==> src/rtl/fetch_mem_ctrl.sv <==
// ---------------------------------------------------------------------------------------------
// fetch_mem_ctrl
//
// Sequences the single byte-wide RAM port between instruction fetch and the MEM-stage data
// port. An icache miss reads four bytes, assembles a little-endian word, returns it to fetch
// and writes it into the icache. Data loads and stores of 1, 2 or 4 bytes are serialised
// byte-by-byte over the same RAM port. Icache hits are returned combinationally, even while
// a data transaction is using the RAM.
//
// Optional feature (define NEXT_LINE_PREFETCH_EN):
//   After a fetch refill completes and nothing else is requested, the next sequential word
//   (addr+4) is refilled into the icache. A data request, a flush or a miss to another address
//   aborts it; a miss to addr+4 merges with it and receives if_done_o at completion.
//
// Ports:
//   clk, rst            clock, synchronous active-high reset
//   if_req_i/if_addr_i  fetch request (level) and address
//   if_flush_i          abort an in-flight fetch refill
//   if_done_o/if_inst_o fetch result pulse and instruction
//   ic_hit_i/ic_inst_i  icache lookup result for if_addr_i
//   ic_we_o/ic_waddr_o/ic_winst_o  icache refill write
//   mem_req_i/mem_we_i/mem_len_i/mem_addr_i/mem_wdata_i  data request (level)
//   mem_done_o/mem_rdata_o  data completion pulse and zero-extended load data
//   ram_addr_o/ram_dout_o/ram_wr_o/ram_din_i  byte-wide RAM port (read data one cycle late)
// ---------------------------------------------------------------------------------------------
module fetch_mem_ctrl #(
    parameter int unsigned ADDR_W = 32
) (
    input  logic              clk,
    input  logic              rst,

    input  logic              if_req_i,
    input  logic [ADDR_W-1:0] if_addr_i,
    input  logic              if_flush_i,
    output logic              if_done_o,
    output logic [31:0]       if_inst_o,

    input  logic              ic_hit_i,
    input  logic [31:0]       ic_inst_i,
    output logic              ic_we_o,
    output logic [ADDR_W-1:0] ic_waddr_o,
    output logic [31:0]       ic_winst_o,

    input  logic              mem_req_i,
    input  logic              mem_we_i,
    input  logic [1:0]        mem_len_i,
    input  logic [ADDR_W-1:0] mem_addr_i,
    input  logic [31:0]       mem_wdata_i,
    output logic              mem_done_o,
    output logic [31:0]       mem_rdata_o,

    output logic [ADDR_W-1:0] ram_addr_o,
    output logic [7:0]        ram_dout_o,
    output logic              ram_wr_o,
    input  logic [7:0]        ram_din_i
);

    typedef enum logic [2:0] {
        StIdle,
        StIfRd,
        StDRd,
        StDWr,
        StDone
`ifdef NEXT_LINE_PREFETCH_EN
        , StIfPf
`endif
    } state_t;

    state_t            state;
    logic [2:0]        cnt;        // cycle index within the current read/write state
    logic [2:0]        nbytes;     // transfer length in bytes (1, 2 or 4)
    logic [ADDR_W-1:0] addr;
    logic [31:0]       wdata;
    logic [31:0]       word;       // bytes captured so far, upper bytes stay zero
    logic              is_fetch;

    // Registered outputs
    logic [ADDR_W-1:0] ram_addr_r;
    logic [7:0]        ram_dout_r;
    logic              ram_wr_r;
    logic              fetch_done_r;
    logic [31:0]       fetch_inst_r;
    logic              ic_we_r;
    logic [ADDR_W-1:0] ic_waddr_r;
    logic [31:0]       ic_winst_r;
    logic              mem_done_r;
    logic [31:0]       mem_rdata_r;

    logic              fetch_miss;
    logic              hit_serve;
    logic              fetch_done_ok;
    logic [2:0]        cnt_nx;
    logic [1:0]        cap_idx;
    logic [31:0]       rd_word;
    logic              rd_abort;
    logic              pf_abort;

`ifdef NEXT_LINE_PREFETCH_EN
    logic              pf_pending;  // a fetch refill just finished; prefetch its successor
    logic              pf_mode;     // current refill is a prefetch
    logic              pf_merged;   // fetch missed on the prefetch address
    logic              pf_hit_now;
`endif

    function automatic logic [2:0] len_bytes(input logic [1:0] len);
        unique case (len)
            2'b00:   return 3'd1;
            2'b01:   return 3'd2;
            default: return 3'd4;  // 10 is illegal and handled as a word
        endcase
    endfunction

    assign fetch_miss = if_req_i && !ic_hit_i;
    assign cnt_nx     = cnt + 3'd1;

    // Byte captured this cycle belongs to the address driven on the previous cycle.
    always_comb begin
        cap_idx = cnt[1:0] - 2'd1;
        rd_word = word;
        if (cnt != 3'd0) begin
            rd_word[{cap_idx, 3'b000} +: 8] = ram_din_i;
        end
    end

`ifdef NEXT_LINE_PREFETCH_EN
    assign pf_hit_now = fetch_miss && (if_addr_i == addr);
    assign pf_abort   = (state == StIfPf) &&
                        (mem_req_i || if_flush_i || (fetch_miss && (if_addr_i != addr)));
`else
    assign pf_abort   = 1'b0;
`endif

    assign rd_abort = ((state == StIfRd) && if_flush_i) || pf_abort;

    // Hit path bypasses the FSM; suppressed only while a demand refill owns fetch.
    assign hit_serve     = !rst && if_req_i && ic_hit_i && (state != StIfRd);
    // A flush in the completion cycle still cancels the refill result.
    assign fetch_done_ok = fetch_done_r && !if_flush_i;

    assign if_done_o   = fetch_done_ok || hit_serve;
    assign if_inst_o   = fetch_done_ok ? fetch_inst_r : (hit_serve ? ic_inst_i : 32'h0);
    assign ic_we_o     = ic_we_r && !if_flush_i;
    assign ic_waddr_o  = ic_waddr_r;
    assign ic_winst_o  = ic_winst_r;
    assign mem_done_o  = mem_done_r;
    assign mem_rdata_o = mem_rdata_r;
    assign ram_addr_o  = ram_addr_r;
    assign ram_dout_o  = ram_dout_r;
    assign ram_wr_o    = ram_wr_r;

    always_ff @(posedge clk) begin
        if (rst) begin
            state        <= StIdle;
            cnt          <= '0;
            nbytes       <= '0;
            addr         <= '0;
            wdata        <= '0;
            word         <= '0;
            is_fetch     <= 1'b0;
            ram_addr_r   <= '0;
            ram_dout_r   <= '0;
            ram_wr_r     <= 1'b0;
            fetch_done_r <= 1'b0;
            fetch_inst_r <= '0;
            ic_we_r      <= 1'b0;
            ic_waddr_r   <= '0;
            ic_winst_r   <= '0;
            mem_done_r   <= 1'b0;
            mem_rdata_r  <= '0;
`ifdef NEXT_LINE_PREFETCH_EN
            pf_pending   <= 1'b0;
            pf_mode      <= 1'b0;
            pf_merged    <= 1'b0;
`endif
        end else begin
            fetch_done_r <= 1'b0;
            ic_we_r      <= 1'b0;
            mem_done_r   <= 1'b0;

            unique case (state)
                StIdle: begin
                    cnt  <= '0;
                    word <= '0;
`ifdef NEXT_LINE_PREFETCH_EN
                    pf_pending <= 1'b0;
                    pf_mode    <= 1'b0;
                    pf_merged  <= 1'b0;
`endif
                    if (mem_req_i) begin
                        state      <= mem_we_i ? StDWr : StDRd;
                        addr       <= mem_addr_i;
                        nbytes     <= len_bytes(mem_len_i);
                        wdata      <= mem_wdata_i;
                        is_fetch   <= 1'b0;
                        ram_addr_r <= mem_addr_i;
                        ram_wr_r   <= mem_we_i;
                        ram_dout_r <= mem_we_i ? mem_wdata_i[7:0] : 8'h00;
                    end else if (fetch_miss) begin
                        state      <= StIfRd;
                        addr       <= if_addr_i;
                        nbytes     <= 3'd4;
                        is_fetch   <= 1'b1;
                        ram_addr_r <= if_addr_i;
                    end
`ifdef NEXT_LINE_PREFETCH_EN
                    else if (pf_pending) begin
                        state      <= StIfPf;
                        addr       <= addr + ADDR_W'(4);
                        nbytes     <= 3'd4;
                        is_fetch   <= 1'b1;
                        pf_mode    <= 1'b1;
                        ram_addr_r <= addr + ADDR_W'(4);
                    end
`endif
                end

                StIfRd, StDRd
`ifdef NEXT_LINE_PREFETCH_EN
                , StIfPf
`endif
                : begin
`ifdef NEXT_LINE_PREFETCH_EN
                    if (pf_hit_now) begin
                        pf_merged <= 1'b1;
                    end
`endif
                    if (rd_abort) begin
                        state      <= StIdle;
                        cnt        <= '0;
                        ram_addr_r <= '0;
                    end else if (cnt == nbytes) begin
                        state      <= StDone;
                        ram_addr_r <= '0;
                        if (is_fetch) begin
`ifdef NEXT_LINE_PREFETCH_EN
                            fetch_done_r <= !pf_mode || pf_merged || pf_hit_now;
                            pf_pending   <= !pf_mode;
`else
                            fetch_done_r <= 1'b1;
`endif
                            fetch_inst_r <= rd_word;
                            ic_we_r      <= 1'b1;
                            ic_waddr_r   <= addr;
                            ic_winst_r   <= rd_word;
                        end else begin
                            mem_done_r  <= 1'b1;
                            mem_rdata_r <= rd_word;
                        end
                    end else begin
                        word <= rd_word;
                        cnt  <= cnt_nx;
                        if (cnt_nx < nbytes) begin
                            ram_addr_r <= addr + ADDR_W'(cnt_nx);
                        end
                    end
                end

                StDWr: begin
                    if (cnt_nx == nbytes) begin
                        state      <= StDone;
                        ram_wr_r   <= 1'b0;
                        ram_addr_r <= '0;
                        ram_dout_r <= '0;
                        mem_done_r <= 1'b1;
                    end else begin
                        cnt        <= cnt_nx;
                        ram_addr_r <= addr + ADDR_W'(cnt_nx);
                        ram_dout_r <= wdata[{cnt_nx[1:0], 3'b000} +: 8];
                    end
                end

                StDone: begin
                    state <= StIdle;
`ifdef NEXT_LINE_PREFETCH_EN
                    // A cancelled refill must not seed a prefetch.
                    if (if_flush_i) begin
                        pf_pending <= 1'b0;
                    end
`endif
                end

                default: state <= StIdle;
            endcase
        end
    end

endmodule

==> config.mk <==
export PLATFORM = sky130hd
export DESIGN_NAME = fetch_mem_ctrl
export DESIGN_NICKNAME = d
export VERILOG_FILES = /design/src/rtl/fetch_mem_ctrl.sv
export SDC_FILE = /design/constraint.sdc
export NUM_CORES = 1
export LEC_CHECK = 0
export BUFFER_PORTS_ARGS = -buffer_cell sky130_fd_sc_hd__buf_4
export CORE_AREA = 2 2 174 176
export CTS_BUF_LIST = sky130_fd_sc_hd__clkbuf_4 sky130_fd_sc_hd__clkbuf_8
export DETAILED_ROUTE_END_ITERATION = 8
export DIE_AREA = 0 0 176 178
export PLACE_DENSITY = 0.62
export SYNTH_ARGS = -nofsm -noshare
export SYNTH_HDL_FRONTEND = slang
export SYNTH_SLANG_ARGS = --single-unit
==> constraint.sdc <==
create_clock -name clk -period 6.3 [get_ports clk]
set_input_delay 0.315 -clock clk [delete_from_list [all_inputs] [get_ports clk]]
set_output_delay 0.315 -clock clk [all_outputs]
set_load 0.02 [all_outputs]
# ---- After elaboration in Yosys (flattened, before gate mapping)
# Index checks and enable logic that the tools add are counted.
dict set report word_totals {
  elab_cells 115
  output_inout_bits 172
  register_bits 245
  input_bits 145
}
dict set report op_classes {
  addsub 4
  eq_ne 16
  muxes 43
  order_cmp 1
  n_reduce_logical 29
  n_shift 3
  bitwise_logic 4
}
# op n
set ops {}
lappend ops {{$mux 32} 11}
lappend ops {{$pmux 32 s3} 1}
lappend ops {{$pmux 32 s2} 1}
lappend ops {{$add 32x3->32} 1}
lappend ops {{$bwmux 32} 1}
lappend ops {{$shift 8x7->32 const A} 1}
lappend ops {{$shiftx 32x6->8} 1}
lappend ops {{$shiftx 8x7->32} 1}
lappend ops {{$mux 3} 10}
lappend ops {{$mux 8} 3}
lappend ops {{$pmux 3 s3} 2}
lappend ops {{$pmux 8 s2} 1}
lappend ops {{$reduce_and 3->1} 5}
lappend ops {{$mux 1} 10}
lappend ops {{$ne 2x2->1 const B} 5}
lappend ops {{$ne 3x3->1 const B} 3}
lappend ops {{$reduce_and 4->1} 2}
lappend ops {{$neg 5->7} 1}
lappend ops {{$eq 3x2->1 const B} 2}
lappend ops {{$eq 3x3->1} 2}
lappend ops {{$logic_and 1x1->1} 6}
lappend ops {{$pmux 3 s2} 1}
lappend ops {{$reduce_and 2->1} 3}
lappend ops {{$reduce_bool 2->1} 3}
lappend ops {{16 further kinds} 23}

# ---- Depth between registers and ports, before layout
dict set report logic_depth {
  depth_word 8
  mapped_depth 10
  ltp_nobuf 8
}

# ---- Worst setup path after synthesis
# OpenSTA, ideal clock, no wires.
dict set report synth_timing {
  path_type {register -> register}
  startpoint {register cnt[0]}
  endpoint {register ram_addr_r[24] (netlist: ram_addr_o[24])}
  setup_time_ps 127
  setup_slack_ps 3277
  n_path_buf 2
  path_stages_with_launch 11
  synth_period_minus_slack_ps 3023
  arrival_time_ps 2896
  required_time_ps 6173
  cell_sequence {dfxtp_1 -> clkbuf_1 -> inv_1 -> ha_1 -> fa_1 -> a21oi_1 -> or4_4 -> buf_6 -> o31a_2 -> o21ai_1 -> a311oi_1}
}
dict set report synth_via {
  elab_chain_cells 6
  word_cells_on_any_way 12
  cone_classes {add/sub (2); order compare (1); eq/ne (3); mux (5); reduce/logical (1)}
}
# item line_no
set synth_rtl {}
lappend synth_rtl {{start, declared} 70} ;# logic [2:0] cnt;
lappend synth_rtl {{start signal, assigned} 251} ;# cnt <= cnt_nx;
lappend synth_rtl {{start signal, assigned} 266} ;# cnt <= cnt_nx;
lappend synth_rtl {{$add 3x1->3} 114} ;# assign cnt_nx = cnt + 3'd1;
lappend synth_rtl {{$add 32x3->32} {253, 267}}
lappend synth_rtl {{$mux 32} 252} ;# if (cnt_nx < nbytes) begin
lappend synth_rtl {{$mux 32} 231} ;# end else if (cnt == nbytes) begin
lappend synth_rtl {{$mux 32} 227} ;# if (rd_abort) begin
lappend synth_rtl {{$pmux 32 s3} 180} ;# unique case (state)
lappend synth_rtl {{end signal, assigned} 195} ;# ram_addr_r <= mem_addr_i;
lappend synth_rtl {{end signal, assigned} 253} ;# ram_addr_r <= addr + ADDR_W'(cnt_nx);
lappend synth_rtl {{end signal, assigned} 267} ;# ram_addr_r <= addr + ADDR_W'(cnt_nx);
lappend synth_rtl {{end, declared} 78} ;# logic [ADDR_W-1:0] ram_addr_r;
# Several ways; a longest one is shown, not always the timed one. The select of a mux whose other input is x is not followed.
# A chain may end at the register's enable or synchronous reset.

# ---- Final worst setup path
dict set report layout_timing {
  startpoint {register cnt[0]}
  endpoint {register ram_addr_r[26] (netlist: ram_addr_o[26])}
}
# The elaborated chain is that of the path after synthesis.

==> qor_table.md <==
| Item | Value | Unit |
|---|---|---|
| Antenna cell count | 0 | - |
| Maximum net fanout on the critical path | 26 | - |
| Total of buffers placed on input and output ports | 316 | - |
| Grt ovf | 0 | - |
| Vias in the first global route | 10300 | - |
| Maximum number of pins on one net before global-route repair | 101 | - |
| Startpoint-to-endpoint class of the critical path | flop to flop | - |
| Die span in x | 176 | µm |
| Normalized max-slew margin | 0.154 | - |
| Reg-to-reg critical path startpoint | cnt[0]$_SDFFE_PP0P_ | - |
| Setup total negative slack | 0 | ns |
| Post-synth EDFFs | 0 | - |
| Routed vias | 11100 | - |
| Status | finished, final reports clean | - |
| Number of flip-flops and latches in the synthesized netlist | 245 | - |
| Height of the die | 178 | µm |
| Skew final | 0.0142 | ns |
| Yosys warning total | 0 | - |
| Worst slew pin tran | 1.27 | ns |
| Total setup violations reported at the end of the flow | 0 | - |
| Drt first pass iters | 5 | - |
| DR iter-0 viols | 689 | - |
| Post-route DRC | 0 | - |
| Initial antenna violation count | 0 | - |
| Worst slack at placement | 1.81 | ns |
| Worst setup path start | cnt[0]$_SDFFE_PP0P_ | - |
| Capturing element of the worst setup path | ram_addr_o[26]$_SDFFE_PP0P_ | - |
| Post-place instance area | 14000 | µm² |
| Leakage Power | 6.07 | nW |
| Startpoint type of the worst setup path | flop | - |
| Number of max-capacitance violations reported | 0 | - |
| Num rows | 63 | - |
| Sequential cell area fraction in the yosys report | 0.420 | - |
| Clock tree from TritonCTS | done | - |
| Count of mapped cells out of synthesis | 1423 | - |
| Number of antenna-violating nets in the routed design | 0 | - |
| Max Clk Rate | 0.221 | GHz |
| Fraction of registers with async set or reset after synthesis | 0 | - |
| Final critical-path required period | 4.52 | ns |
| Cell area after synthesis | 11700 | µm² |
| H-Tree Depth | 2 | - |
| Min-delay worst type | input port to flop | - |
| Worst skew pair latency | 0.54 | ns |
| Kind of end point of the critical path | flop | - |
| Clock-pin transition on the worst setup and hold timing paths | 0.06 | ns |
| Weighted congestion reported at the end of routability-driven placement | 0.799 | - |
| Required time worst endpoint | 6.65 | ns |
| Synthesized Nets | 1582 | - |
| Mean cell area of the mapped netlist | 8.21 | µm² |
| Ratio of final minimum period to clock period | 0.718 | - |
| Final worst setup slack | 1.78 | ns |
| Post-route cell area | 15000 | µm² |
| Worst supply voltage drop on vdd | 0.154 | mV |
| Die ar. | 31300 | µm² |
| Via density per instance | 5.32 | - |
| Core ar. | 29400 | µm² |
| Initial core utilization | 0.398 | - |
| Number of buffers added for setup after CTS | 0 | - |
| Setup slack of the most critical reg-to-reg path | 1.78 | ns |
| Synth-to-Final Area Change | 28.4 | % |
| Hold Vio Cnt, Final | 0 | - |
| Average wire per cell in the routed design | 17.4 | µm |
| Clock Path Buffers | 3 | - |
| Final core area utilization | 0.510 | - |
| Number of distinct library cells after synthesis | 66 | - |
| Half-perimeter wire length after detailed placement | 24.7 | mm |
| Ratio of cells with drive above 1 in the final layout | 0.264 | - |
| TritonCTS buffer count | 43 | - |
| Power Dens Cells | 304 | nW/µm² |
| Boundary pin count | 317 | - |
| Flip-flop cell with the highest count after synthesis | sky130_fd_sc_hd__dfxtp_1 | - |
| Total Wirelength | 36.4 | mm |
| Number of clock sinks | 245 | - |
| Destination of the worst register-to-register timing path | ram_addr_o[26]$_SDFFE_PP0P_ | - |
| Global-route wire length before repair | 56.3 | mm |
| Unrepaired setup endpoints after global routing | no | - |
| Root Buffer | sky130_fd_sc_hd__clkbuf_8 | - |
| Worst R2R Path Depth | 8 | - |
| Data arrival time of the worst path | 4.87 | ns |
| Number of nets at the end of the flow | 1832 | - |
| Number of inserted filler cells in the final layout | 2800 | - |
| Overall Global Routing Usage | 0.222 | - |
| Max Transition Viols Final | 0 | - |
stage by stage:
step | hold slack, ns | power (mW) | std cells
after floorplan | 0.431 | 2.61 | 1423
after global routing | 0.0114 | 4.79 | 2093
final | 0.0274 | 4.57 | 2093
after global placement | 0.437 | 3.01 | 2014
after CTS | 0.00110 | 4.60 | 2093
after detailed placement | 0.443 | 3.03 | 2014
critical path, cell delays in order, from the launching register on:
cell	delay (ns)
sky130_fd_sc_hd__dfxtp_1	0.89
sky130_fd_sc_hd__inv_1	0.21
sky130_fd_sc_hd__ha_1	0.90
sky130_fd_sc_hd__ha_1	0.40
sky130_fd_sc_hd__nor2b_1	0.14
sky130_fd_sc_hd__o21ai_0	0.35
sky130_fd_sc_hd__a221oi_4	0.19
sky130_fd_sc_hd__nor2_2	1.01
sky130_fd_sc_hd__a311oi_1	0.21
where the power goes:
group	leakage, nW	switching, mW	internal (mW)
Combinational	3.57	0.679	0.442
Clock	0.495	0.650	0.914
Sequential	2.00	0.168	1.71
Total	6.07	1.50	3.07
timing repair:
item	in CTS	in global routing
hold endpoints to repair	4	0
hold buffers	4	0
resized for setup	0	0
how the worst min path moves through the flow:
| stage | cells after the start | endpoint | slack, ns | from |
|---|---|---|---|---|
| final | 3 | wdata[17]$_SDFFE_PP0P_ | 0.03 | mem_wdata_i[17] |
| after global routing | 3 | wdata[19]$_SDFFE_PP0P_ | 0.01 | mem_wdata_i[19] |
| after detailed placement | 2 | word[25]$_SDFFE_PP0P_ | 0.44 | word[25]$_SDFFE_PP0P_ |
| after CTS | 3 | wdata[22]$_SDFFE_PP0P_ | 0.001 | mem_wdata_i[22] |
| after floorplan | 2 | word[31]$_SDFFE_PP0P_ | 0.43 | word[31]$_SDFFE_PP0P_ |
| after global placement | 2 | word[23]$_SDFFE_PP0P_ | 0.44 | word[23]$_SDFFE_PP0P_ |
cell usage in the layout, fill, tap and decap left out, types with 3 or more instances in the layout:
master                          synthesis  final
sky130_fd_sc_hd__a211oi_1             127    127
sky130_fd_sc_hd__a21o_1                 3      3
sky130_fd_sc_hd__a21oi_1              155    153
sky130_fd_sc_hd__a21oi_2                2      4
sky130_fd_sc_hd__a22oi_1               17     17
sky130_fd_sc_hd__a311oi_1              14     14
sky130_fd_sc_hd__a32oi_1                7      7
sky130_fd_sc_hd__and2_1                 5      5
sky130_fd_sc_hd__and3_1                 5      4
sky130_fd_sc_hd__and4_1                 6      6
sky130_fd_sc_hd__buf_4                  5    326
sky130_fd_sc_hd__clkbuf_4               1     16
sky130_fd_sc_hd__clkbuf_8               5     55
sky130_fd_sc_hd__clkinv_2               0      3
sky130_fd_sc_hd__dfxtp_1              245    245
sky130_fd_sc_hd__dlygate4sd3_1          0      4
sky130_fd_sc_hd__ha_1                  13     13
sky130_fd_sc_hd__inv_1                 14     14
sky130_fd_sc_hd__mux2i_1               48     48
sky130_fd_sc_hd__mux4_2                 8      8
sky130_fd_sc_hd__nand2_1              248    248
sky130_fd_sc_hd__nand2b_1              16     16
sky130_fd_sc_hd__nand3_1               12     12
sky130_fd_sc_hd__nand3b_1              32     32
sky130_fd_sc_hd__nand4_1                7      7
sky130_fd_sc_hd__nor2_1               150    149
sky130_fd_sc_hd__nor2b_1                3      3
sky130_fd_sc_hd__nor3_1                15     15
sky130_fd_sc_hd__nor4_1                12     12
sky130_fd_sc_hd__o211ai_1               3      3
sky130_fd_sc_hd__o21a_1                 6      6
sky130_fd_sc_hd__o21ai_0               59     59
sky130_fd_sc_hd__o31a_1                 7      7
sky130_fd_sc_hd__o31a_2                 3      3
sky130_fd_sc_hd__or2_2                 13     13
sky130_fd_sc_hd__xnor2_1                8      8
sky130_fd_sc_hd__xor2_1                 7      7
registers in the layout, indices dropped and copies added (netlist names), 8 cells and up:
| name | flops |
|---|---|
| mem_rdata_o | 32 |
| ic_winst_o | 32 |
| wdata | 32 |
| ram_dout_o | 8 |
| word | 32 |
| ic_waddr_o | 32 |
| addr | 32 |
| ram_addr_o | 32 |
synthesized netlist by cell type (all sizes together) (7+ instances only):
| library cell | number | area share |
|---|---|---|
| a311oi | 14 | 0.010 |
| xnor2 | 8 | 0.0060 |
| nor2 | 151 | 0.049 |
| a32oi | 7 | 0.0052 |
| a22oi | 17 | 0.011 |
| and4 | 7 | 0.0054 |
| or2 | 13 | 0.0070 |
| xor2 | 7 | 0.0052 |
| nand4 | 8 | 0.0056 |
| a211oi | 127 | 0.082 |
| nand2 | 249 | 0.080 |
| nand2b | 16 | 0.0086 |
| nor3 | 16 | 0.0073 |
| a21oi | 157 | 0.068 |
| nor4 | 13 | 0.0082 |
| nand3b | 32 | 0.021 |
| mux4 | 8 | 0.015 |
| o21ai | 60 | 0.026 |
| buf | 52 | 0.026 |
| inv | 14 | 0.0045 |
| nand3 | 12 | 0.0051 |
| ha | 13 | 0.014 |
| mux2i | 48 | 0.041 |
| clkbuf | 74 | 0.029 |
| dfxtp | 245 | 0.42 |
| o31a | 10 | 0.0078 |
cell families (layout without fill, tap and decap cells):
family                   Yosys count  count (layout)  share of synthesized area
AO/OA/AOI/OAI                    414             414                      0.227
AND/OR/NAND/NOR                  539             539                      0.211
buffers and inverters            140             420                     0.0594
multiplexers                      56              56                     0.0565
adder cells (fa/ha/maj)           14              14                     0.0156
XOR/XNOR                          15              15                     0.0112
flip-flops                       245             245                      0.420
layout make-up:
cell class	count	area (µm²)	share of cell area
inverter	14	52.6	0.00350
sequential	245	4900	0.327
clock inverter	4	45.0	0.00300
clock buffer	71	877	0.0585
timing repair buffer	331	2500	0.167
multi-input combinational	1038	6140	0.409
tap	390	488	0.0325
per-layer routing:
metal | track usage | share of wire
met1 | 0.309 | 0.46
met4 | 0.0616 | 0.023
met5 | 0 | 0
met2 | 0.353 | 0.45
met3 | 0.0413 | 0.067
Note: power is estimated with default switching activity, not from simulation.
